## config.mk

```make
export PLATFORM = sky130hd
export DESIGN_NAME = wb_frame_reader_flat
export DESIGN_NICKNAME = d
export VERILOG_FILES = /design/src/rtl/wb_frame_reader_pkg.sv /design/src/rtl/wshb_if.sv /design/src/rtl/wb_frame_reader_sync_fifo.sv /design/src/rtl/wb_frame_reader.sv /design/src/flat_wrapper.sv
export SDC_FILE = /design/constraint.sdc
export NUM_CORES = 1
export LEC_CHECK = 0
export CORE_ASPECT_RATIO = 0.75
export CORE_MARGIN = 8
export CORE_UTILIZATION = 39
export CTS_CLUSTER_SIZE = 25
export DETAILED_ROUTE_END_ITERATION = 6
export GPL_ROUTABILITY_DRIVEN = 0
export MAX_ROUTING_LAYER = met4
export SLEW_MARGIN = 20
export SYNTH_ARGS = -nofsm -noshare
export SYNTH_HDL_FRONTEND = slang
export SYNTH_HIERARCHICAL = 1
export SYNTH_SLANG_ARGS = --single-unit
```

## constraint.sdc

```tcl
create_clock -name clk -period 5.1 [get_ports clk]
set_input_delay 0.765 -clock clk [delete_from_list [all_inputs] [get_ports clk]]
set_output_delay 0.765 -clock clk [all_outputs]
set_load 0.1 [all_outputs]
```

## src/rtl/wb_frame_reader_pkg.sv

```systemverilog
// Shared types and constants for the Wishbone frame reader: FSM states,
// cycle-type identifiers and the word-counter sizing helper.
package wb_frame_reader_pkg;

    typedef enum logic [1:0] {
        IDLE  = 2'd0,
        FETCH = 2'd1,
        HOLD  = 2'd2,
        WRAP  = 2'd3
    } state_t;

    localparam logic [2:0] CTI_CLASSIC = 3'b000;
    localparam logic [2:0] CTI_INCR    = 3'b010;
    localparam logic [2:0] CTI_END     = 3'b111;
    localparam logic [1:0] BTE_LINEAR  = 2'b00;

    function automatic int cnt_w(input int nb_words);
        return (nb_words > 1) ? $clog2(nb_words) : 1;
    endfunction

endpackage

```

## src/rtl/wshb_if.sv

```systemverilog
// Wishbone B4 bus bundle (32-bit data, byte selects) with master and slave views.
interface wshb_if (
    input logic clk,
    input logic rst
);
    logic [31:0] adr;
    logic [31:0] dat_ms;
    logic [31:0] dat_sm;
    logic [3:0]  sel;
    logic        we;
    logic        stb;
    logic        cyc;
    logic        ack;
    logic [2:0]  cti;
    logic [1:0]  bte;

    modport master (
        input  clk, rst, dat_sm, ack,
        output adr, dat_ms, sel, we, stb, cyc, cti, bte
    );

    modport slave (
        input  clk, rst, adr, dat_ms, sel, we, stb, cyc, cti, bte,
        output dat_sm, ack
    );
endinterface

```

## src/rtl/wb_frame_reader_sync_fifo.sv

```systemverilog
// Synchronous first-word-fall-through FIFO with occupancy count; a push on a
// full FIFO is honoured only when a pop happens in the same cycle.
module sync_fifo #(
    parameter int WIDTH = 32,
    parameter int DEPTH = 16
) (
    input  logic                     clk,
    input  logic                     rst,
    input  logic                     push,
    input  logic [WIDTH-1:0]         din,
    input  logic                     pop,
    output logic [WIDTH-1:0]         dout,
    output logic [$clog2(DEPTH):0]   count,
    output logic                     empty,
    output logic                     full
);
    localparam int AW = $clog2(DEPTH);
    localparam logic [AW:0] FULL_CNT = DEPTH[AW:0];

    logic [WIDTH-1:0] mem [DEPTH];
    logic [AW-1:0]    wr_ptr;
    logic [AW-1:0]    rd_ptr;
    logic             do_push;
    logic             do_pop;

    assign empty   = (count == '0);
    assign full    = (count == FULL_CNT);
    assign do_pop  = pop && !empty;
    assign do_push = push && (!full || do_pop);
    assign dout    = mem[rd_ptr];

    always_ff @(posedge clk) begin
        if (rst) begin
            wr_ptr <= '0;
            rd_ptr <= '0;
            count  <= '0;
        end else begin
            if (do_push)
                wr_ptr <= wr_ptr + 1'b1;
            if (do_pop)
                rd_ptr <= rd_ptr + 1'b1;
            case ({do_push, do_pop})
                2'b10:   count <= count + 1'b1;
                2'b01:   count <= count - 1'b1;
                default: count <= count;
            endcase
        end
    end

    // Storage carries no reset; validity is tracked by count alone.
    always_ff @(posedge clk) begin
        if (do_push)
            mem[wr_ptr] <= din;
    end

endmodule

```

## src/rtl/wb_frame_reader.sv

```systemverilog
// Wishbone read master streaming NB_WORDS words from BASE_ADR into a FIFO.
// Define WB_FRAME_READER_BURST_EN to tag beats as incrementing bursts.
module wb_frame_reader
    import wb_frame_reader_pkg::*;
#(
    parameter logic [31:0] BASE_ADR   = 32'h0000_0000,
    parameter int          NB_WORDS   = 2048,
    parameter int          FIFO_DEPTH = 16
) (
    input  logic        clk,
    input  logic        rst,
    input  logic        start,
    input  logic        loop,
    output logic        busy,
    output logic        frame_done,
    output logic [31:0] pix_data,
    output logic        pix_valid,
    input  logic        pix_ready,
    wshb_if.master      wb_m
);
    localparam int                CW       = cnt_w(NB_WORDS);
    localparam int                FW       = $clog2(FIFO_DEPTH) + 1;
    localparam logic [CW-1:0]     LAST_CNT = CW'(NB_WORDS - 1);
    localparam logic [FW-1:0]     FULL_CNT = FW'(FIFO_DEPTH);

    state_t          state;
    state_t          state_nxt;
    logic [31:0]     adr;
    logic [31:0]     adr_nxt;
    logic [CW-1:0]   count;
    logic [CW-1:0]   count_nxt;
    logic [FW-1:0]   fifo_count;
    logic            fifo_empty;
    logic            fifo_full;
    logic            stb;
    logic            beat;
    logic            pop;
    logic            last_beat;
    logic            room_after_beat;

    assign stb       = (state == FETCH) && !fifo_full;
    assign beat      = stb && wb_m.ack;
    assign pop       = pix_valid && pix_ready;
    assign last_beat = (count == LAST_CNT);
    // Occupancy once the current beat lands, net of any same-cycle pop.
    assign room_after_beat =
        (fifo_count + FW'(1) - {{(FW-1){1'b0}}, pop}) < FULL_CNT;

    sync_fifo #(
        .WIDTH (32),
        .DEPTH (FIFO_DEPTH)
    ) u_fifo (
        .clk   (clk),
        .rst   (rst),
        .push  (beat),
        .din   (wb_m.dat_sm),
        .pop   (pop),
        .dout  (pix_data),
        .count (fifo_count),
        .empty (fifo_empty),
        .full  (fifo_full)
    );

    assign pix_valid  = !fifo_empty;
    assign busy       = (state != IDLE);
    assign frame_done = (state == WRAP);

    assign wb_m.adr    = adr;
    assign wb_m.stb    = stb;
    assign wb_m.cyc    = stb;
    assign wb_m.we     = 1'b0;
    assign wb_m.sel    = 4'b1111;
    assign wb_m.dat_ms = 32'h0000_0000;
    assign wb_m.bte    = BTE_LINEAR;
`ifdef WB_FRAME_READER_BURST_EN
    assign wb_m.cti = !stb ? CTI_CLASSIC :
                      (last_beat || !room_after_beat) ? CTI_END : CTI_INCR;
`else
    assign wb_m.cti = CTI_CLASSIC;
`endif

    always_ff @(posedge clk) begin
        if (rst) begin
            state <= IDLE;
            adr   <= BASE_ADR;
            count <= '0;
        end else begin
            state <= state_nxt;
            adr   <= adr_nxt;
            count <= count_nxt;
        end
    end

    always_comb begin
        state_nxt = state;
        adr_nxt   = adr;
        count_nxt = count;
        case (state)
            IDLE: begin
                if (start) begin
                    state_nxt = FETCH;
                    adr_nxt   = BASE_ADR;
                    count_nxt = '0;
                end
            end
            FETCH: begin
                if (fifo_full) begin
                    state_nxt = HOLD;
                end else if (wb_m.ack) begin
                    adr_nxt   = adr + 32'd4;
                    count_nxt = count + 1'b1;
                    if (last_beat)
                        state_nxt = WRAP;
                    else if (!room_after_beat)
                        state_nxt = HOLD;
                end
            end
            HOLD: begin
                if (!fifo_full)
                    state_nxt = FETCH;
            end
            WRAP: begin
                if (loop) begin
                    state_nxt = FETCH;
                    adr_nxt   = BASE_ADR;
                    count_nxt = '0;
                end else begin
                    state_nxt = IDLE;
                end
            end
            default: state_nxt = IDLE;
        endcase
    end

endmodule

```

## src/flat_wrapper.sv

```systemverilog
// flat-port wrapper written by rule: the top's interface ports become plain ports
module wb_frame_reader_flat import wb_frame_reader_pkg::*;
#(
    parameter logic [31:0] BASE_ADR   = 32'h0000_0000,
    parameter int          NB_WORDS   = 2048,
    parameter int          FIFO_DEPTH = 16
)
  (clk, rst, start, loop, busy, frame_done, pix_data, pix_valid, pix_ready, wb_m_dat_sm, wb_m_ack, wb_m_adr, wb_m_dat_ms, wb_m_sel, wb_m_we, wb_m_stb, wb_m_cyc, wb_m_cti, wb_m_bte);
  wshb_if wb_m_i (.clk(clk), .rst(rst));
  input  logic clk;
  input  logic rst;
  input  logic start;
  input  logic loop;
  output logic busy;
  output logic frame_done;
  output logic [31:0] pix_data;
  output logic pix_valid;
  input  logic pix_ready;
  input wire logic [$bits(wb_m_i.dat_sm)-1:0] wb_m_dat_sm;
  input wire logic [$bits(wb_m_i.ack)-1:0] wb_m_ack;
  output wire logic [$bits(wb_m_i.adr)-1:0] wb_m_adr;
  output wire logic [$bits(wb_m_i.dat_ms)-1:0] wb_m_dat_ms;
  output wire logic [$bits(wb_m_i.sel)-1:0] wb_m_sel;
  output wire logic [$bits(wb_m_i.we)-1:0] wb_m_we;
  output wire logic [$bits(wb_m_i.stb)-1:0] wb_m_stb;
  output wire logic [$bits(wb_m_i.cyc)-1:0] wb_m_cyc;
  output wire logic [$bits(wb_m_i.cti)-1:0] wb_m_cti;
  output wire logic [$bits(wb_m_i.bte)-1:0] wb_m_bte;
  assign wb_m_i.dat_sm = wb_m_dat_sm;
  assign wb_m_i.ack = wb_m_ack;
  assign wb_m_adr = wb_m_i.adr;
  assign wb_m_dat_ms = wb_m_i.dat_ms;
  assign wb_m_sel = wb_m_i.sel;
  assign wb_m_we = wb_m_i.we;
  assign wb_m_stb = wb_m_i.stb;
  assign wb_m_cyc = wb_m_i.cyc;
  assign wb_m_cti = wb_m_i.cti;
  assign wb_m_bte = wb_m_i.bte;
  wb_frame_reader #(.BASE_ADR(BASE_ADR), .NB_WORDS(NB_WORDS), .FIFO_DEPTH(FIFO_DEPTH)) u_core (.clk(clk), .rst(rst), .start(start), .loop(loop), .busy(busy), .frame_done(frame_done), .pix_data(pix_data), .pix_valid(pix_valid), .pix_ready(pix_ready), .wb_m(wb_m_i));
endmodule
```

---- Word level (Yosys, flattened, before mapping) ----
Memories as Yosys holds them, arrays and structs flattened. A register that Yosys moved wholly into a read port is not among the register bits.
Index checks and enable logic that the tools add are counted.
word-level totals
  register bits after elaboration ......... 58
  memory bits (writable) .................. 512
  bits of input ports ..................... 38
  output and inout bits ................... 111
  memories kept ........................... 1
cells by class
  add/subtract/negate cells ............... 7
  magnitude comparators ................... 1
  equality and inequality tests ........... 14
  mux-type cells .......................... 23
  reduce and logical (&&, ||, !) cells .... 15
memory list
  name               words  width  rd ports  clocked after Yosys merged registers in  wr ports  RTL line                         text
  u_core.u_fifo.mem  16     32     1         1                                        1         wb_frame_reader_sync_fifo.sv:20  logic [WIDTH-1:0] mem [DEPTH];
operators with widths
  cell                                                  number
  2-to-1 mux 32 bit                                     4
  one-hot mux 32 bit (3 select lines)                   1
  2-to-1 mux 11 bit                                     4
  one-hot mux 11 bit (3 select lines)                   1
  adder 32 x 3 -> 32 bit (second input constant)        1
  2-to-1 mux 2 bit                                      6
  adder 11 x 1 -> 11 bit (second input constant)        1
  equality test 11 bit (second input constant)          1
  != test 2 bit (second input constant)                 5
  one-hot mux 5 bit (2 select lines)                    1
  adder 4 x 1 -> 4 bit (second input constant)          2
  2-to-1 mux 4 bit                                      2
  one-hot mux 2 bit (4 select lines)                    1
  equality test 2 bit (second input constant)           3
  adder 5 x 1 -> 5 bit (second input constant)          1
  equality test 5 bit (second input constant)           1
  logical AND 1 bit                                     5
  logical NOT 5 bit                                     1
  less-than comparator 5 bit (second input constant)    1
  AND reduction 5 bit                                   1
  subtractor 5 x 1 -> 5 bit                             1
  subtractor 5 x 1 -> 5 bit (second input constant)     1
  equality test 2 x 1 -> 1 bit (second input constant)  2
  != test 4 x 2 -> 1 bit (second input constant)        1
  8 further kinds                                       12

---- Logic depth before layout (Yosys ltp) ----
  depth after elaboration ................. 10
  mapped depth ............................ 14
  mapped depth without buffers ............ 11

---- Cells and area by module ----
The synthesis kept the hierarchy.
modules (own cells, without submodules)
  module           instances  cells an instance  area an instance (um^2)  seq. area each (um^2)
  sync_fifo        1          910                20146.8                  15715.1
  wb_frame_reader  1          309                2590.0                   860.8

---- Least setup slack after synthesis ----
No wires, ideal clock.
  path kind ............................... reg2reg
  from .................................... reg u_core.u_fifo.count[0]
  to ...................................... mem u_core.u_fifo.mem[2][0], enable pin
  library setup time ...................... 0.501 ns
  data arrival time ....................... 4.735 ns
  required time ........................... 4.599 ns
  setup slack ............................. -0.137 ns
  stages on the path, launching flop included .. 9
  path buffers ............................ 3
  period minus slack after synthesis ...... 5.237 ns
  cells stage by stage .................... dfxtp_1 -> or4_4 -> buf_6 -> nor2_1 -> and4bb_1 -> buf_4 -> clkbuf_1 -> o21ai_4 -> nor4_1
RTL lines
  what                                    RTL line                         text
  start, declared                         wb_frame_reader_sync_fifo.sv:13  output logic [$clog2(DEPTH):0] count,
  start signal, assigned                  wb_frame_reader_sync_fifo.sv:43  2'b10: count <= count + 1'b1;
  start signal, assigned                  wb_frame_reader_sync_fifo.sv:44  2'b01: count <= count - 1'b1;
  start signal, assigned                  wb_frame_reader_sync_fifo.sv:45  default: count <= count;
  equality test 5 bit                     wb_frame_reader_sync_fifo.sv:27  assign full = (count == FULL_CNT);
  net u_core.fifo_full                    wb_frame_reader.sv:34            logic fifo_full;
  logical NOT 1 bit                       wb_frame_reader.sv:41            assign stb = (state == FETCH) && !fifo_full;
  logical AND 1 bit                       wb_frame_reader.sv:41
  logical AND 1 bit                       wb_frame_reader.sv:42            assign beat = stb && wb_m.ack;
  net u_core.beat                         wb_frame_reader.sv:36            logic beat;
  logical AND 1 bit                       wb_frame_reader_sync_fifo.sv:29  assign do_push = push && (!full || do_pop);
  2-to-1 mux 1 bit                        wb_frame_reader_sync_fifo.sv:52  if (do_push)
  2-to-1 mux 1 bit (implied by the code)  wb_frame_reader_sync_fifo.sv:53  mem[wr_ptr] <= din;
  end, declared                           wb_frame_reader_sync_fifo.sv:20
The timed path passes the listed nets, and every way through them passes these cells.

==> flow_summary.toml <==
[run_status]
status = "finished, final reports clean"

[yosys]
synth_ff_type = "edfxtp_1"
synthCells = 1219
ys_seq_area_share_pct = 72.9
syn_avg_cell_area_um2 = 18.7
synth-edff-count = 512
synthDistinctLibCells = 57
yosysWarnings = 6
synthArstFlopShare_pct = 0
synth_area_um2 = 22700
ys_ff_latch = 572

[cts]
cts_sinks = 572
cts-root-buf = "clkbuf_16"
tritoncts = "yes"
postCtsResizedCells = 0
clk_pin_slew_ns = 0.06
clockBufferDepth = 3
worstSkewPairLatency_ns = 0.62
cts_buffers = 54
htreeDepth = 2
postCtsSetupBuffers = 0
cts.hold.buffers_added = 0

[timing]
max_freq_mhz = 228
rsz0062_at_grt = "no"
fin_tns_setup_ns = 0
period_minus_slack_ns = 4.39
post-route-period-util_pct = 86.0
hold_viol = 0
worst_pin_slew_ns = 1.09
slew_headroom_pct = 26.7
finalSetupViolCount = 0
hold-worst-slack_ns = 0.475
fin_worst_skew_ns = 0.0175
setup_ws_ns = 0.713
drv_slew = 0

[die]
dieArea_um2 = 66400
coreArea_um2 = 57500
rows = 76
die_w_um = 295
die_h_um = 225
start_util_pct = 39.5
io_pins = 149

[min_path]
worstHoldStart = "u_core/wb_m.adr[31]"
min_to = "u_core/wb_m.adr[31]"
hold_class = "reg2reg"
holdPathStages = 2

[routing]
post-route-drc-count = 0
first_pass_iters = 5
vias_per_cell = 5.40
wl_mm = 50.4
antenna_left = 0
vias = 11800
wire_per_inst_um = 23.2
drtIter0Drc = 912

[cells_and_area]
final_common_cell = "edfxtp_1"
drive_gt1_share_pct = 21.0
final_nets = 1401
syn2layout_area_growth_pct = 17.2
fill_cells = 4836
layout.cells.non_filler = 2177
final_cell_mix = "edfxtp_1, mux4_2, clkdlybuf4s50_1, a22oi_1, dfxtp_1"

[global_routing]
met3_usage_pct = 2.80
grt.met1_usage_pct = 21.4
grt_pass1_vias = 12000
antenna_found_initial = 2
overflow = 0
grt_usage_pct = 15.5
grt_pass1_wl_mm = 76.0
grtUsageMet2_pct = 23.7
grt_start_max_net_pins = 58
busiest_layer = "met2"

[setup_path]
worstReg2RegStart = "u_core/u_fifo/count[0]"
cp_top_family = "buffers and inverters"
max_stage_delay_ns = 0.97
crit_slowest_cell = "clkdlybuf4s50_1"
required_ns = 4.34
r2r_slack_ns = 1.57
crit_type = "reg2out"
crit_chain = "buf_4 > mux4_2 > a22oi_1 > nand2_1 > clkdlybuf4s50_1"
cp-start-kind = "register"
path_max_fanout = 23
path_buf_inv = 2
arrival_ns = 3.62
rr_worst_depth = 10
crit_path_end_kind = "output pin"
timing.rr.end = "u_core/u_fifo/count[4]"

[place]
dpl.hpwl_mm = 30.0
placed_cells = 2076
dp_slack_ns = 1.16
port_buffers = 104

[job]
drv_cap = 0

[power]
leakagePower_uw = 0.00838
powerDensity_nw_per_um2 = 454
max-vdd-ir-drop_uv = 357
## cells in the mapped netlist (3+ instances only)
library cell	count	area (um2)
edfxtp_1	512	15400
mux4_2	128	2880
a22oi_1	64	480
dfxtp_1	60	1200
nand2_1	54	203
buf_4	48	360
clkbuf_1	41	154
nor2_1	31	116
a21oi_1	21	105
buf_2	19	95.1
inv_1	16	60.1
nand2b_1	15	93.8
mux2i_1	13	130
o31ai_1	13	97.6
or4_1	13	97.6
nand3_1	12	60.1
nor4_1	12	75.1
o21ai_0	12	60.1
or3_1	12	75.1
xor2_1	12	105
nand4_1	11	68.8
and3_1	10	62.6
ha_1	10	125
and2_1	9	56.3
or2_2	6	37.5
nor3_1	5	25.0
and4_1	4	35.0
nor2b_1	4	25.0
nor3b_1	4	30.0
o211ai_1	4	30.0
o21a_1	4	30.0
o2111ai_1	3	26.3
o311ai_0	3	26.3
o31ai_2	3	37.5
## cell families (layout without fill, tap and decap cells)
kind of cell | after synthesis | in the layout | share of synthesized area [%]
xor+xnor | 14 | 14 | 0.539
compound gates | 142 | 142 | 4.55
mux | 141 | 141 | 13.3
flops | 572 | 572 | 72.9
simple gates | 211 | 211 | 5.07
fa+ha+maj | 11 | 11 | 0.638
other cells | 2 | 46 | 0.0330
buf+inv | 126 | 260 | 3.01
## per-layer routing
metal	up-vias	part of all wire, %	wire length, um
li1	5146	-	-
met1	6224	46	23100
met2	313	47	23600
met3	69	5.6	2840
met4	0	1.8	896
met5	-	0	0
## layout make-up
cell class	count	area, um2	share of cell area (%)
Inverter	17	63.8	0.239
Timing Repair Buffer	144	1400	5.25
Antenna cell	2	5.00	0.0188
Multi-Input combinational cell	563	5730	21.5
Clock inverter	36	507	1.90
Tap cell	780	976	3.66
Sequential cell	572	16600	62.2
Clock buffer	63	1390	5.20
## how the worst max path moves through the flow
stage               cells after the start                         to                   start
floorplan                               8    u_core/u_fifo/mem[2][0]  u_core/u_fifo/count[0]
global placement                        5                pix_data[4]                register
detailed placement                      6  u_core/u_fifo/mem[11][26]               pix_ready
CTS                                     5                pix_data[6]                register
global route                            5                pix_data[4]                register
finish                                  5                pix_data[6]                register
## power by group
group          leakage [uW]  total [uW]  internal (uW)  switching, uW
logic               0.00238        2520            806           1720
registers           0.00509        5300           5210           90.7
clock network      0.000903        4270           2520           1750
## registers in the layout, summed over array words and instances (netlist names), named ones only
signal	flops
u_core/wb_m.adr	30
u_core/u_fifo/wr_ptr	4
u_core/u_fifo/rd_ptr	4
u_core/u_fifo/count	5
u_core/u_fifo/mem	512
u_core/count	11
u_core/state	2
## per-stage QoR
step                area (um2)  total power (uW)  util, %
CTS                      26600             12300     46.3
detailed placement       24700              7950     43.0
global route             26600             12500     46.3
global placement         24700              7930     43.0
floorplan                22900              7380        -
finish                   26600             12100     46.3
## worst reg2reg max path, delay by kind of cell (launching register included)
| family | cells | cell delay [ns] |
|---|---|---|
| and+or+nand+nor | 6 | 2.22 |
| adders and majority gates | 1 | 0.41 |
| DFF | 1 | 0.37 |
| AOI/OAI and AO/OA | 2 | 0.28 |
| muxes | 1 | 0.14 |
No activity file was read; power rests on OpenSTA's default activity.
